$ cat src/rtl/elevator_car_ctrl_if.sv
// -----------------------------------------------------------------------------
// elevator_car_ctrl_if
// Signal bundle between the floor-request side and the car controller.
//
// Request/handshake semantics: `change` is a single-cycle valid strobe with no
// ready/backpressure. `req_floor` is meaningful only while change=1. The
// controller samples the pair on the rising clock edge. While `busy` is high a
// request is either parked in a one-deep pending slot (ELEV_PENDING_REQ_EN
// builds) or silently dropped (default build).
//
// Members:
//   change      request strobe          (master -> slave)
//   req_floor   requested floor 0..3    (master -> slave)
//   cur_floor   current car floor       (slave -> master)
//   moving_up   car travelling up       (slave -> master)
//   moving_down car travelling down     (slave -> master)
//   door_open   door open               (slave -> master)
//   busy        controller not idle     (slave -> master)
//   arrived     pulse on door-open entry (slave -> master)
//   state_dbg   raw FSM state for observation (slave -> master)
// -----------------------------------------------------------------------------
interface elevator_car_ctrl_if;
  logic       change;
  logic [1:0] req_floor;
  logic [1:0] cur_floor;
  logic       moving_up;
  logic       moving_down;
  logic       door_open;
  logic       busy;
  logic       arrived;
  logic [1:0] state_dbg;

  modport master (
    output change, req_floor,
    input  cur_floor, moving_up, moving_down, door_open, busy, arrived, state_dbg
  );

  modport slave (
    input  change, req_floor,
    output cur_floor, moving_up, moving_down, door_open, busy, arrived, state_dbg
  );
endinterface

$ cat src/rtl/elevator_car_ctrl.sv
// -----------------------------------------------------------------------------
// elevator_car_ctrl
// Car-motion controller for a 4-floor elevator. Takes the change strobe and
// requested floor from the upstream change detector, moves the car one floor
// per FLOOR_TICKS cycles, then holds the door open for DOOR_TICKS cycles.
//
// Ports:
//   clk  rising-edge clock
//   rst  asynchronous, active-high reset (returns car to floor 0, idle)
//   bus  elevator_car_ctrl_if.slave: change/req_floor in; cur_floor,
//        moving_up, moving_down, door_open, busy, arrived, state_dbg out
//
// Build option:
//   ELEV_PENDING_REQ_EN - when defined, a one-deep pending register holds the
//   newest request seen while busy and dispatches it when the door closes.
//   When undefined, requests arriving while busy are discarded.
//
// All outputs are registered and reflect the state entered on the last edge.
// -----------------------------------------------------------------------------
module elevator_car_ctrl #(
  parameter int FLOOR_TICKS = 8,
  parameter int DOOR_TICKS  = 4,
  parameter int CNT_W       = 4
) (
  input logic                clk,
  input logic                rst,
  elevator_car_ctrl_if.slave bus
);

  typedef enum logic [1:0] {
    IDLE      = 2'd0,
    MOVE_UP   = 2'd1,
    MOVE_DOWN = 2'd2,
    DOOR_OPEN = 2'd3
  } state_e;

  localparam logic [CNT_W-1:0] FLOOR_LAST = CNT_W'(FLOOR_TICKS - 1);
  localparam logic [CNT_W-1:0] DOOR_LAST  = CNT_W'(DOOR_TICKS - 1);
  localparam logic [CNT_W-1:0] CNT_ONE    = CNT_W'(1);

  state_e           state_q, state_d;
  logic [1:0]       cur_floor_q, cur_floor_d;
  logic [1:0]       target_q, target_d;
  logic [CNT_W-1:0] timer_q, timer_d;
  logic             moving_up_q, moving_up_d;
  logic             moving_down_q, moving_down_d;
  logic             door_open_q, door_open_d;
  logic             busy_q, busy_d;
  logic             arrived_q, arrived_d;

  // A dispatch is a request acted on as if the car were idle: either a fresh
  // request in IDLE or (pending builds) the request released at door close.
  logic             disp_valid;
  logic [1:0]       disp_floor;

`ifdef ELEV_PENDING_REQ_EN
  logic             pend_valid_q, pend_valid_d;
  logic [1:0]       pend_floor_q, pend_floor_d;
`endif

  always_comb begin
    state_d     = state_q;
    cur_floor_d = cur_floor_q;
    target_d    = target_q;
    timer_d     = timer_q;
    arrived_d   = 1'b0;
    disp_valid  = 1'b0;
    disp_floor  = bus.req_floor;
`ifdef ELEV_PENDING_REQ_EN
    pend_valid_d = pend_valid_q;
    pend_floor_d = pend_floor_q;
    // Busy-time request parks here; a newer one overwrites the older.
    if (state_q != IDLE && bus.change) begin
      pend_valid_d = 1'b1;
      pend_floor_d = bus.req_floor;
    end
`endif

    case (state_q)
      IDLE: begin
        disp_valid = bus.change;
        disp_floor = bus.req_floor;
      end

      MOVE_UP: begin
        if (timer_q == FLOOR_LAST) begin
          timer_d = '0;
          // Saturate rather than wrap; target range keeps this from binding.
          if (cur_floor_q != 2'd3) cur_floor_d = cur_floor_q + 2'd1;
          if (cur_floor_d == target_q) begin
            state_d   = DOOR_OPEN;
            arrived_d = 1'b1;
          end
        end else begin
          timer_d = timer_q + CNT_ONE;
        end
      end

      MOVE_DOWN: begin
        if (timer_q == FLOOR_LAST) begin
          timer_d = '0;
          if (cur_floor_q != 2'd0) cur_floor_d = cur_floor_q - 2'd1;
          if (cur_floor_d == target_q) begin
            state_d   = DOOR_OPEN;
            arrived_d = 1'b1;
          end
        end else begin
          timer_d = timer_q + CNT_ONE;
        end
      end

      DOOR_OPEN: begin
        if (timer_q == DOOR_LAST) begin
          timer_d = '0;
          state_d = IDLE;
`ifdef ELEV_PENDING_REQ_EN
          // A request on this very edge is the newest one and wins over the
          // parked request; either way the slot is emptied.
          if (bus.change || pend_valid_q) begin
            disp_valid   = 1'b1;
            disp_floor   = bus.change ? bus.req_floor : pend_floor_q;
            pend_valid_d = 1'b0;
          end
`endif
        end else begin
          timer_d = timer_q + CNT_ONE;
        end
      end

      default: state_d = IDLE;
    endcase

    if (disp_valid) begin
      timer_d  = '0;
      target_d = disp_floor;
      if (disp_floor > cur_floor_q) begin
        state_d = MOVE_UP;
      end else if (disp_floor < cur_floor_q) begin
        state_d = MOVE_DOWN;
      end else begin
        state_d   = DOOR_OPEN;
        arrived_d = 1'b1;
      end
    end

    // Outputs are decoded from the next state so they line up with it.
    moving_up_d   = (state_d == MOVE_UP);
    moving_down_d = (state_d == MOVE_DOWN);
    door_open_d   = (state_d == DOOR_OPEN);
    busy_d        = (state_d != IDLE);
  end

  always_ff @(posedge clk or posedge rst) begin
    if (rst) begin
      state_q       <= IDLE;
      cur_floor_q   <= 2'd0;
      target_q      <= 2'd0;
      timer_q       <= '0;
      moving_up_q   <= 1'b0;
      moving_down_q <= 1'b0;
      door_open_q   <= 1'b0;
      busy_q        <= 1'b0;
      arrived_q     <= 1'b0;
`ifdef ELEV_PENDING_REQ_EN
      pend_valid_q  <= 1'b0;
      pend_floor_q  <= 2'd0;
`endif
    end else begin
      state_q       <= state_d;
      cur_floor_q   <= cur_floor_d;
      target_q      <= target_d;
      timer_q       <= timer_d;
      moving_up_q   <= moving_up_d;
      moving_down_q <= moving_down_d;
      door_open_q   <= door_open_d;
      busy_q        <= busy_d;
      arrived_q     <= arrived_d;
`ifdef ELEV_PENDING_REQ_EN
      pend_valid_q  <= pend_valid_d;
      pend_floor_q  <= pend_floor_d;
`endif
    end
  end

  assign bus.cur_floor   = cur_floor_q;
  assign bus.moving_up   = moving_up_q;
  assign bus.moving_down = moving_down_q;
  assign bus.door_open   = door_open_q;
  assign bus.busy        = busy_q;
  assign bus.arrived     = arrived_q;
  assign bus.state_dbg   = state_q;

  // Car must never be asked to step past the top or bottom floor.
  a_no_wrap_up: assert property (@(posedge clk) disable iff (rst)
    (state_q == MOVE_UP && timer_q == FLOOR_LAST) |-> (cur_floor_q != 2'd3));
  a_no_wrap_down: assert property (@(posedge clk) disable iff (rst)
    (state_q == MOVE_DOWN && timer_q == FLOOR_LAST) |-> (cur_floor_q != 2'd0));
  a_motion_onehot0: assert property (@(posedge clk) disable iff (rst)
    $onehot0({moving_up_q, moving_down_q, door_open_q}));
  a_arrived_in_door: assert property (@(posedge clk) disable iff (rst)
    arrived_q |-> door_open_q);

endmodule
$ cat src/flat_wrapper.sv
// flat-port wrapper written by rule: the top's interface ports become plain ports
module elevator_car_ctrl_flat 
#(
  parameter int FLOOR_TICKS = 8,
  parameter int DOOR_TICKS  = 4,
  parameter int CNT_W       = 4
)
  (clk, rst, bus_change, bus_req_floor, bus_cur_floor, bus_moving_up, bus_moving_down, bus_door_open, bus_busy, bus_arrived, bus_state_dbg);
  elevator_car_ctrl_if bus_i ();
  input logic clk;
  input logic rst;
  input wire logic [$bits(bus_i.change)-1:0] bus_change;
  input wire logic [$bits(bus_i.req_floor)-1:0] bus_req_floor;
  output wire logic [$bits(bus_i.cur_floor)-1:0] bus_cur_floor;
  output wire logic [$bits(bus_i.moving_up)-1:0] bus_moving_up;
  output wire logic [$bits(bus_i.moving_down)-1:0] bus_moving_down;
  output wire logic [$bits(bus_i.door_open)-1:0] bus_door_open;
  output wire logic [$bits(bus_i.busy)-1:0] bus_busy;
  output wire logic [$bits(bus_i.arrived)-1:0] bus_arrived;
  output wire logic [$bits(bus_i.state_dbg)-1:0] bus_state_dbg;
  assign bus_i.change = bus_change;
  assign bus_i.req_floor = bus_req_floor;
  assign bus_cur_floor = bus_i.cur_floor;
  assign bus_moving_up = bus_i.moving_up;
  assign bus_moving_down = bus_i.moving_down;
  assign bus_door_open = bus_i.door_open;
  assign bus_busy = bus_i.busy;
  assign bus_arrived = bus_i.arrived;
  assign bus_state_dbg = bus_i.state_dbg;
  elevator_car_ctrl #(.FLOOR_TICKS(FLOOR_TICKS), .DOOR_TICKS(DOOR_TICKS), .CNT_W(CNT_W)) u_core (.clk(clk), .rst(rst), .bus(bus_i));
endmodule
$ cat config.mk
export PLATFORM = sky130hd
export DESIGN_NAME = elevator_car_ctrl_flat
export DESIGN_NICKNAME = d
export VERILOG_FILES = /design/src/rtl/elevator_car_ctrl_if.sv /design/src/rtl/elevator_car_ctrl.sv /design/src/flat_wrapper.sv
export SDC_FILE = /design/constraint.sdc
export NUM_CORES = 1
export LEC_CHECK = 0
export ABC_AREA = 0
export CORE_MARGIN = 2
export CORE_UTILIZATION = 53
export CTS_CLUSTER_SIZE = 25
export DETAILED_ROUTE_END_ITERATION = 8
export PLACE_DENSITY = 0.78
export SLEW_MARGIN = 15
export SYNTH_ARGS = -nofsm -noshare
export SYNTH_HDL_FRONTEND = slang
export SYNTH_SLANG_ARGS = --single-unit
$ cat constraint.sdc
create_clock -name clk -period 2.15 [get_ports clk]
set_input_delay 0.43 -clock clk [delete_from_list [all_inputs] [get_ports clk]]
set_output_delay 0.43 -clock clk [all_outputs]
set_load 0.02 [all_outputs]
* Yosys cells after proc, flatten, opt, wreduce, memory -nomap -nowiden
Index checks and enable logic that the tools add are counted.
Operators by class: $add $sub $neg 3, multipliers 0, div/mod/pow operators 0, $lt $le $gt $ge 2, equal/unequal tests 13, shift-type cells 0, mux-type cells 31, bitwise operators 0, reduce and logical (&&, ||, !) cells 7
Operators by type and width (count):
- 2-bit two-way mux | 15
- 4-bit two-way mux | 3
- 1-bit two-way mux | 9
- 2-bit equality test, second input constant | 4
- 4-bit case mux with 2 select lines | 1
- 2-bit case mux with 3 select lines | 1
- 2-bit nonzero test | 3
- 4-bit by 1-bit adder with 4-bit output, second input constant | 1
- 2-bit by 1-bit equality test with 1-bit output, second input constant | 2
- 2-bit equality test | 2
- 4-bit by 2-bit equality test with 1-bit output, second input constant | 1
- 4-bit by 3-bit equality test with 1-bit output, second input constant | 1
- 2-bit by 1-bit inequality test with 1-bit output, second input constant | 2
- 2-bit case mux with 2 select lines | 1
- 3-bit AND reduction | 1
- 3-bit nonzero test | 1
- 2-bit by 1-bit adder with 2-bit output, second input constant | 1
- 2-bit greater-than comparator | 1
- 2-bit zero test | 1
- 2-bit < comparator | 1
- 2-bit inequality test, second input constant | 1
- 1-bit case mux with 2 select lines | 1
- 2-bit OR reduction | 1
- 2-bit by 1-bit subtractor with 2-bit output, second input constant | 1
Word-level totals: register bits 15, latch bits 0, bits in writable memories 0, ROM bits 0, output and inout bits 9, word-level logic and storage cells 65, memories 0

* Depth between registers and ports, before layout
Gate-level depths: netlist of run 1.
word-level depth 11, mapped depth 7, mapped depth without buffers 6

* Worst setup path before layout of run 1
No wires, ideal clock.
path type reg2reg, from register u_core.cur_floor_q[1] (netlist: u_core.bus.cur_floor[1]), to register u_core.busy_q (netlist: u_core.bus.busy), arrival 1839 ps, slack 165 ps, cell stages (with the launch flop) 7, cells stage by stage dfrtp_1 inv_1 ha_1 nor2b_1 o21bai_2 a21boi_0 o21ai_0
Between the ends: cells in the longest elaborated chain, start to end 10
RTL lines:
- from (decl) | RTL line elevator_car_ctrl.sv:42 | logic [1:0] cur_floor_q, cur_floor_d;
- from (signal assigned) | RTL line elevator_car_ctrl.sv:170 | cur_floor_q <= cur_floor_d;
- 2-bit by 1-bit subtractor with 2-bit output, or another cell as far along | RTL line elevator_car_ctrl.sv:102 | if (cur_floor_q != 2'd0) cur_floor_d = cur_floor_q - 2'd1;
- 2-bit two-way mux, on equally long branches | RTL line elevator_car_ctrl.sv:102, elevator_car_ctrl.sv:89
- 2-bit two-way mux, on equally long branches | RTL line elevator_car_ctrl.sv:100, elevator_car_ctrl.sv:86
- 2-bit two-way mux | RTL line elevator_car_ctrl.sv:79 | case (state_q)
- 2-bit equality test, on equally long branches | RTL line elevator_car_ctrl.sv:103, elevator_car_ctrl.sv:90
- 2-bit two-way mux, on equally long branches | RTL line elevator_car_ctrl.sv:103, elevator_car_ctrl.sv:90
- 2-bit two-way mux, on equally long branches | RTL line elevator_car_ctrl.sv:100, elevator_car_ctrl.sv:86
- 2-bit case mux with 3 select lines | RTL line elevator_car_ctrl.sv:79
- 2-bit two-way mux * | RTL line elevator_car_ctrl.sv:133 | if (disp_valid) begin
- 2-bit nonzero test * | RTL line elevator_car_ctrl.sv:150 | busy_d = (state_d != IDLE);
- via u_core.busy_d | RTL line elevator_car_ctrl.sv:48 | logic busy_q, busy_d;
- to (signal assigned) | RTL line elevator_car_ctrl.sv:176 | busy_q <= busy_d;
- to (decl) | RTL line elevator_car_ctrl.sv:48
The timed path passes the listed nets; every way through them passes the cells marked *. The select of a mux whose other input is x is not followed. A chain may end at the register's enable or synchronous reset.

* Worst setup path in the final report of run 1
from register u_core.cur_floor_q[0] (netlist: u_core.bus.cur_floor[0]), to output bus_cur_floor[0]
RTL lines:
- to (decl) | RTL line flat_wrapper.sv:14 | output wire logic [$bits(bus_i.cur_floor)-1:0] bus_cur_floor;
No word-level cell between the ends.

==> run metrics, run 1 <==
Fin. Hold Viols 0; slowest library cell on the worst path clkdlybuf4s50_1; Clock transition at path regs 90 ps; Seq/Total Area, Yosys around 37%; Syn Std Cell Area 1020 µm²; P per Cell Area 1430 nW/µm²; simple logic cell fraction of the synthesized area between 20% and 30%; share of layout cells above drive strength 1 between 10% and 20%; DIE WIDTH 47.8 µm; Syn Nets roughly 120; WS Path Type flop to primary output; CP delay by family, top buffers and inverters; worst slew pin tran approximately 560 ps; Lkg Pwr slightly above 0.5 nW; crit path capture bus_cur_floor[0]; Final setup viols 0; Via density 5.67; Vias approximately 820; row count 15; largest family of logic cells by synthesized area compound AO/OA/AOI/OAI gates; setup bufs post-CTS 0; H-tree levels 1; hpwl dp 1420 µm; EDFF count, synth 0; initial DRC count 5; most common cell after layout, fill and taps aside dfrtp_1; synthesized instance count around 110; Critical Path, Cell by Cell clkdlybuf4s50_1; maximum root-to-sink buffer count 2; share of the clock period used by the worst path after layout between 80 and 90%; All-Layer GR Usage 19.2%; Worst VDD drop 0.000953 V; Arr. time, crit path 1480 ps; area grow syn2layout 17.1%; CTS Hold Bufs 0; Inserted Diodes 0; WL final roughly 1800 µm; CP startpoint u_core.bus.cur_floor[0]; total core area between 1500 and 2000 µm²; Compound-Gate Fraction of Synth Area between 20% and 30%; Ports 14; post-synthesis mux area share between 1 and 1.5%; root buf cell clkbuf_4; later-pin clock latency in the skew report just under 300 ps; Critical Path End Type primary output; worst hold margin around 480 ps; XOR/XNOR Fraction of Synth Area less than 1%; Die ar. between 2000 and 2500 µm²; Warnings, synthesis 0; antenna viol nets, final 0; Die Height roughly 48 µm; post-synthesis cell type count 41; crit path time final roughly 1900 ps; Critical Path RT 1720 ps; Reg2Reg Depth 6; maximum clock rate approximately 0.52 GHz; ys async rst share 100%; CP Buf/Inv Count 1; Reg2Reg Launch Point u_core.bus.state_dbg[0]; drt pass-1 iters 4; Slew HR ~62%; Placer Congestion 0.809; Pins Over Slew Limit 0; nets@finish ~130; CTS tree done; post-synthesis area per instance approximately 9.7 µm²; synthesized-area fraction occupied by adder cells 9.84%; Fillers 156; Yosys reg bits 15; wire length per cell after detailed routing between 10 and 15 µm; drt drc 0; CP peak stage delay between 600 and 700 ps; most used flip-flop cell after synthesis dfrtp_1; vias in the first global route 718; Critical Path Source Type flop; Crit path depth 1; Starting Density 57.7%; RSZ-0062 raised after global routing no; worst-path fanout max 11; Worst Hold Class primary input to async pin; clock skew between 8 and 9 ps; Max Cap Viol 0; number of sinks on the clock net 15; status completed; most frequent cells in the layout dfrtp_1 (15), clkdlybuf4s50_1 (13), inv_1 (10); largest net degree at the start of global routing 16; flop2flop setup slack approximately 260 ps; initial antenna violation count 0; Setup TNS 0 ps; R2R Path End u_core.bus.moving_down; Port Buffers 13; GRT overflow 0; Resize count post-CTS 0; total clock buffers created by CTS 3; first-pass GRT wire length between 3000 and 4000 µm
[metal layers]
metal / track usage (%) / share of wire [%]
met5: 0 / 0
met2: 31.5 / 48
met4: 6.49 / 1.8
met3: 3.40 / 3.4
met1: 25.5 / 47
[cells in the mapped netlist, types with 2 or more instances]
cell type	number	share of area, %
nor3_1	2	0.98
ha_1	8	9.8
inv_1	10	3.7
nand3b_1	3	2.2
nor3b_2	2	2.5
o21ai_0	8	3.9
a211oi_1	2	1.5
nand2_1	8	3.0
o211ai_1	2	1.5
nand2b_1	2	1.2
buf_2	2	0.98
a21oi_1	4	2.0
nor2_1	7	2.6
a21o_1	2	1.5
dfrtp_1	15	37
nor2b_1	3	1.8
[per-stage QoR]
stage | power, mW | util, % | instances | area (µm²) | worst slack [ps]
global route | 1.87 | 67.5 | 145 | 1190 | 93.6
finish | 1.71 | 67.5 | 145 | 1190 | 239
CTS | 1.71 | 67.5 | 145 | 1190 | 243
global placement | 1.51 | 66.0 | 141 | 1160 | 112
detailed placement | 1.55 | 66.0 | 141 | 1160 | 19.7
floorplan | 1.27 | - | 105 | 1020 | 165
[sequential cells by signal, summed over array words and instances (netlist names)]
name                    flops
u_core.bus.arrived          1
u_core.bus.busy             1
u_core.bus.cur_floor        2
u_core.bus.door_open        1
u_core.bus.moving_down      1
u_core.bus.moving_up        1
u_core.bus.state_dbg        2
u_core.target_q             2
u_core.timer_q              4
[how the worst min path moves through the flow]
stage / cells after the start / start / end
2_1_floorplan: 1 / rst / u_core.bus.arrived
3_3_place_gp: 2 / u_core.timer_q[1] / u_core.timer_q[1]
3_5_place_dp: 1 / u_core.timer_q[0] / u_core.timer_q[0]
4_1_cts: 2 / rst / u_core.timer_q[2]
5_1_grt: 2 / rst / u_core.timer_q[2]
6_report: 2 / rst / u_core.timer_q[2]
[cells by family after synthesis]
kind of cell | after synthesis
AND/OR/NAND/NOR | 36
AO/OA/AOI/OAI | 31
flip-flops | 15
buffers and inverters | 13
adder cells (fa/ha/maj) | 8
XOR/XNOR | 1
multiplexers | 1
[area by class of cell]
cell class / count / area (µm²) / area share [%]
Tap cell: 25 / 31.3 / 2.63
Timing Repair Buffer: 14 / 138 / 11.6
Inverter: 10 / 37.5 / 3.15
Clock buffer: 4 / 26.3 / 2.21
Sequential cell: 15 / 375 / 31.5
Multi-Input combinational cell: 77 / 583 / 48.9
[power by group]
group	switching (mW)	total [mW]	leakage (nW)	internal (mW)
clock	0.0877	0.160	0.0150	0.0721
sequential	0.134	0.534	0.181	0.399
combinational	0.543	1.01	0.307	0.472
total	0.765	1.71	0.503	0.943
Note: power is estimated with default switching activity, not from simulation.
==> run 2: changes to the inputs <==
- CORE_UTILIZATION: 53 -> 30
- PLACE_DENSITY: 0.78 -> unset
==> run metrics, run 2 (synthesized netlist as in run 1, its figures left out) <==
status completed; Power Total 1.74 mW (+1.9%); clock skew 3.20 ps (-5.07 ps); worst-path fanout max 11 (unchanged); Worst VDD drop 0.000641 V (-33%); Pins Over Slew Limit 0 (unchanged); antenna viol nets, final 0 (unchanged); vias in the first global route 813 (+13%); CP Buf/Inv Count 1 (unchanged); share of the clock period used by the worst path after layout 89.2% (+0.30 points); Inserted Diodes 0 (unchanged); Fillers 347 (+120%); maximum root-to-sink buffer count 2 (unchanged); row count 21 (+6); most common cell after layout, fill and taps aside dfrtp_1; Slew HR 59.3% (-3.2 points); Final setup viols 0 (unchanged); Critical Path End Type primary output; number of sinks on the clock net 15 (unchanged); Critical Path, Cell by Cell clkdlybuf4s50_1; crit path time final 1920 ps (+6.56 ps); CP delay by family, top buffers and inverters; setup bufs post-CTS 0 (unchanged); GRT overflow 0 (unchanged); Die Height 62.2 µm (+30%); first-pass GRT wire length 3750 µm (+21%); drt drc 0 (unchanged); total core area 3280 µm² (+86%); Critical Path RT 1720 ps (about the same); Via density 4.86 (-14%); maximum clock rate 0.521 GHz (-0.34%); Setup TNS 0 ps (unchanged); Reg2Reg Depth 7 (+1); share of layout cells above drive strength 1 14.9% (+0.71 points); All-Layer GR Usage 12.4% (-6.8 points); largest net degree at the start of global routing 16 (unchanged); WL final 2090 µm (+14%); Starting Density 31.0% (-27 points); nets@finish 135 (+0.75%); Die ar. 3870 µm² (+69%); WS Path Type flop to primary output; CTS tree done; Fin. Hold Viols 0 (unchanged); RSZ-0062 raised after global routing no; CTS Hold Bufs 0 (unchanged); Ports 14 (unchanged); hpwl dp 1590 µm (+12%); CP peak stage delay 660 ps (about the same); Port Buffers 13 (unchanged); max FFs per register 4 (unchanged); initial antenna violation count 0 (unchanged); root buf cell clkbuf_4; DIE WIDTH 62.2 µm (+30%); P per Cell Area 1420 nW/µm² (-0.87%); Placer Congestion 0.804 (-0.54%); Biggest register u_core.timer_q; worst slew pin tran 610 ps (+47.8 ps); area used by multi-input combinational logic 583 µm² (unchanged); later-pin clock latency in the skew report 300 ps (about the same); worst hold margin 498 ps (+15.5 ps); Crit path depth 1 (unchanged); Max Cap Viol 0 (unchanged); Clock transition at path regs 90 ps (about the same); most frequent cells in the layout dfrtp_1 (15), clkdlybuf4s50_1 (13), inv_1 (10); Core Util, Final 37.3% (-30 points); initial DRC count 29 (+24); Resize count post-CTS 0 (unchanged); Critical Path Source Type flop; area grow syn2layout 20.4%; Worst Hold Class primary input to async pin; H-tree levels 1 (unchanged); Arr. time, crit path 1490 ps (about the same); slowest library cell on the worst path clkdlybuf4s50_1; Lkg Pwr 0.508 nW (+1.0%); register area 375 µm² (unchanged); total clock buffers created by CTS 3 (unchanged); wire length per cell after detailed routing 12.5 µm (-0.97%); drt pass-1 iters 4 (unchanged); Vias 812 (-1.2%)
==> run 2: area by class of cell <==
| type | count | area share, % |
|---|---|---|
| Sequential cell | 15 | 30.6 |
| Multi-Input combinational cell | 77 | 47.6 |
| Timing Repair Buffer | 15 | 11.8 |
| Clock buffer | 4 | 2.15 |
| Inverter | 10 | 3.06 |
| Tap cell | 46 | 4.70 |
==> run 2: metal layers <==
layer	routed length [µm]	GRT usage (%)
met1	1000	14.9
met4	51	6.67
met2	948	19.8
met3	82	3.80
met5	0	0
==> run 2: path summary, 6_finish.rpt <==
| kind | slack (ps) | start | endpoint |
|---|---|---|---|
| max | 230 | u_core.bus.cur_floor[0] | bus_cur_floor[0] |
| min | 500 | rst | u_core.bus.busy |
| max reg2reg | 300 | u_core.bus.cur_floor[1] | u_core.bus.busy |
| min reg2reg | 540 | u_core.timer_q[1] | u_core.timer_q[1] |
| max in group asynchronous | 1260 | rst | u_core.timer_q[2] |
| min in group clk | 540 | u_core.timer_q[1] | u_core.timer_q[1] |
==> run 2: power by group <==
group          internal, mW  total (mW)  switching [mW]
combinational         0.482        1.03           0.552
sequential            0.399       0.534           0.135
clock                0.0724       0.173           0.100
total                 0.954        1.74           0.787
==> run 2: through the flow <==
stage               cells  setup slack [ps]  cell area (µm²)
floorplan             105               165             1020
global placement      163              96.3             1200
detailed placement    163              31.3             1200
CTS                   167               219             1220
global route          167               104             1220
finish                167               232             1220
==> run 3: changes to the inputs <==
- CTS_CLUSTER_DIAMETER: unset -> 40
- REMOVE_ABC_BUFFERS: unset -> 1
==> run metrics, run 3 (synthesized netlist as in run 1, its figures left out) <==
status completed; maximum clock rate 0.524 GHz (+0.43%); Placer Congestion 0.780 (-3.1%); Critical Path RT 1720 ps (about the same); Biggest register u_core.timer_q; Critical Path Source Type flop; root buf cell clkbuf_4; Post-DP Area 1200 µm² (unchanged); Ports 14 (unchanged); antenna viol nets, final 0 (unchanged); maximum root-to-sink buffer count 2 (unchanged); metal3 WL 33 µm (-60%); CP Buf/Inv Count 1 (unchanged); Power Total 1.73 mW (-0.86%); number of sinks on the clock net 15 (unchanged); design area 1230 µm² (+0.10%); drt pass-1 iters 4 (unchanged); All-Layer GR Usage 11.4% (-0.96 points); Critical Path, Cell by Cell clkdlybuf4s50_1; Fin. Hold Viols 0 (unchanged); Arr. time, crit path 1480 ps (about the same); CTS Hold Bufs 0 (unchanged); Slew HR 61.6% (+2.3 points); WS Path Type flop to primary output; Via density 4.78 (-1.6%); nets@finish 135 (unchanged); most frequent cells in the layout dfrtp_1 (15), clkdlybuf4s50_1 (13), inv_1 (10); largest net degree at the start of global routing 16 (unchanged); wire length per cell after detailed routing 11.5 µm (-7.9%); met2 WL post-DR 902 µm (-4.9%); GRT overflow 0 (unchanged); Die Height 62.2 µm (unchanged); Inserted Diodes 0 (unchanged); drt drc 0 (unchanged); first-pass GRT wire length 3510 µm (-6.4%); Setup TNS 0 ps (unchanged); Core Util, Final 37.3% (+0.038 points); share of the clock period used by the worst path after layout 88.8% (-0.38 points); initial DRC count 34 (+17%); CP delay by family, top buffers and inverters; Pins Over Slew Limit 0 (unchanged); Non-Filler Instances 167 (unchanged); vias in the first global route 782 (-3.8%); Clock transition at path regs 100 ps (about the same); initial antenna violation count 0 (unchanged); Port Buffers 13 (unchanged); Worst VDD drop 0.000438 V (-32%); clock skew 1.68 ps (-1.52 ps); Critical Path End Type primary output; hpwl dp 1480 µm (-6.8%); later-pin clock latency in the skew report 290 ps (about the same); crit path time final 1910 ps (-8.18 ps); Worst Hold Class primary input to async pin; setup bufs post-CTS 0 (unchanged); most common cell after layout, fill and taps aside dfrtp_1; CTS tree done; WL final 1920 µm (-7.9%); Die ar. 3870 µm² (unchanged); worst slew pin tran 576 ps (-34.4 ps); Lkg Pwr 0.511 nW (+0.54%); RSZ-0062 raised after global routing no; WL met1 935 µm (-6.7%); Vias 799 (-1.6%); worst-path fanout max 11 (unchanged); Max Cap Viol 0 (unchanged); slowest library cell on the worst path clkdlybuf4s50_1; Placed Cells 163 (unchanged); flop2flop setup slack 290 ps (about the same); Resize count post-CTS 0 (unchanged); Starting Density 31.0% (unchanged); total clock buffers created by CTS 3 (unchanged); share of layout cells above drive strength 1 15.7% (+0.83 points); CP peak stage delay 660 ps (about the same); area grow syn2layout 20.5%; top sig layer met4; max FFs per register 4 (unchanged); DIE WIDTH 62.2 µm (unchanged); H-tree levels 1 (unchanged); total core area 3280 µm² (unchanged); row count 21 (unchanged); Final setup viols 0 (unchanged); P per Cell Area 1410 nW/µm² (-0.96%)
-- run 3: cell types whose count changed in the layout (fill, tap and decap cells not counted), sizes merged --
cell    change
clkbuf      -1
clkinv      +1
-- run 3: path summary, 6_finish.rpt --
check                           cells past startpoint                    to               startpoint
worst min-delay path                                2    u_core.target_q[0]                      rst
worst max register to register                      7  u_core.bus.door_open  u_core.bus.state_dbg[1]
max in group asynchronous                           2     u_core.timer_q[3]                      rst
worst max-delay path                                1      bus_cur_floor[0]  u_core.bus.cur_floor[0]
min in group clk                                    2     u_core.timer_q[1]        u_core.timer_q[1]
worst min register to register                      2     u_core.timer_q[1]        u_core.timer_q[1]
-- run 3: routing by layer --
metal,up-vias,global-route usage [%]
met5,-,0
met4,0,7.50
met3,4,1.27
met2,9,17.8
met1,377,15.0
li1,409,-
-- run 3: worst register-to-register path, stage by stage (launching register included) --
cell and delay [ps]:
dfrtp_1 460, inv_1 140, ha_1 280, nand2_2 140, o21bai_2 250, a21boi_0 140, buf_4 160, nor4_2 210
-- run 3: final cells by class --
| cell class | instances | area (µm²) |
|---|---|---|
| clock inverter | 1 | 5.00 |
| multi-input combinational | 77 | 583 |
| clock buffer | 3 | 22.5 |
| inverter | 10 | 37.5 |
| tap | 46 | 57.6 |
| fill | 340 | 2060 |
| sequential | 15 | 375 |
| timing repair buffer | 15 | 145 |
-- run 3: stage by stage --
step           setup WS [ps]  hold slack (ps)
2_1_floorplan            165              331
3_3_place_gp            93.1              497
3_5_place_dp            57.1              512
4_1_cts                  236              516
5_1_grt                 94.3              571
6_report                 241              484
-- run 3: report_power, final --
part	internal, mW	switching [mW]	total (mW)
logic	0.481	0.544	1.03
registers	0.399	0.134	0.533
clock network	0.0692	0.0987	0.168
total	0.950	0.777	1.73
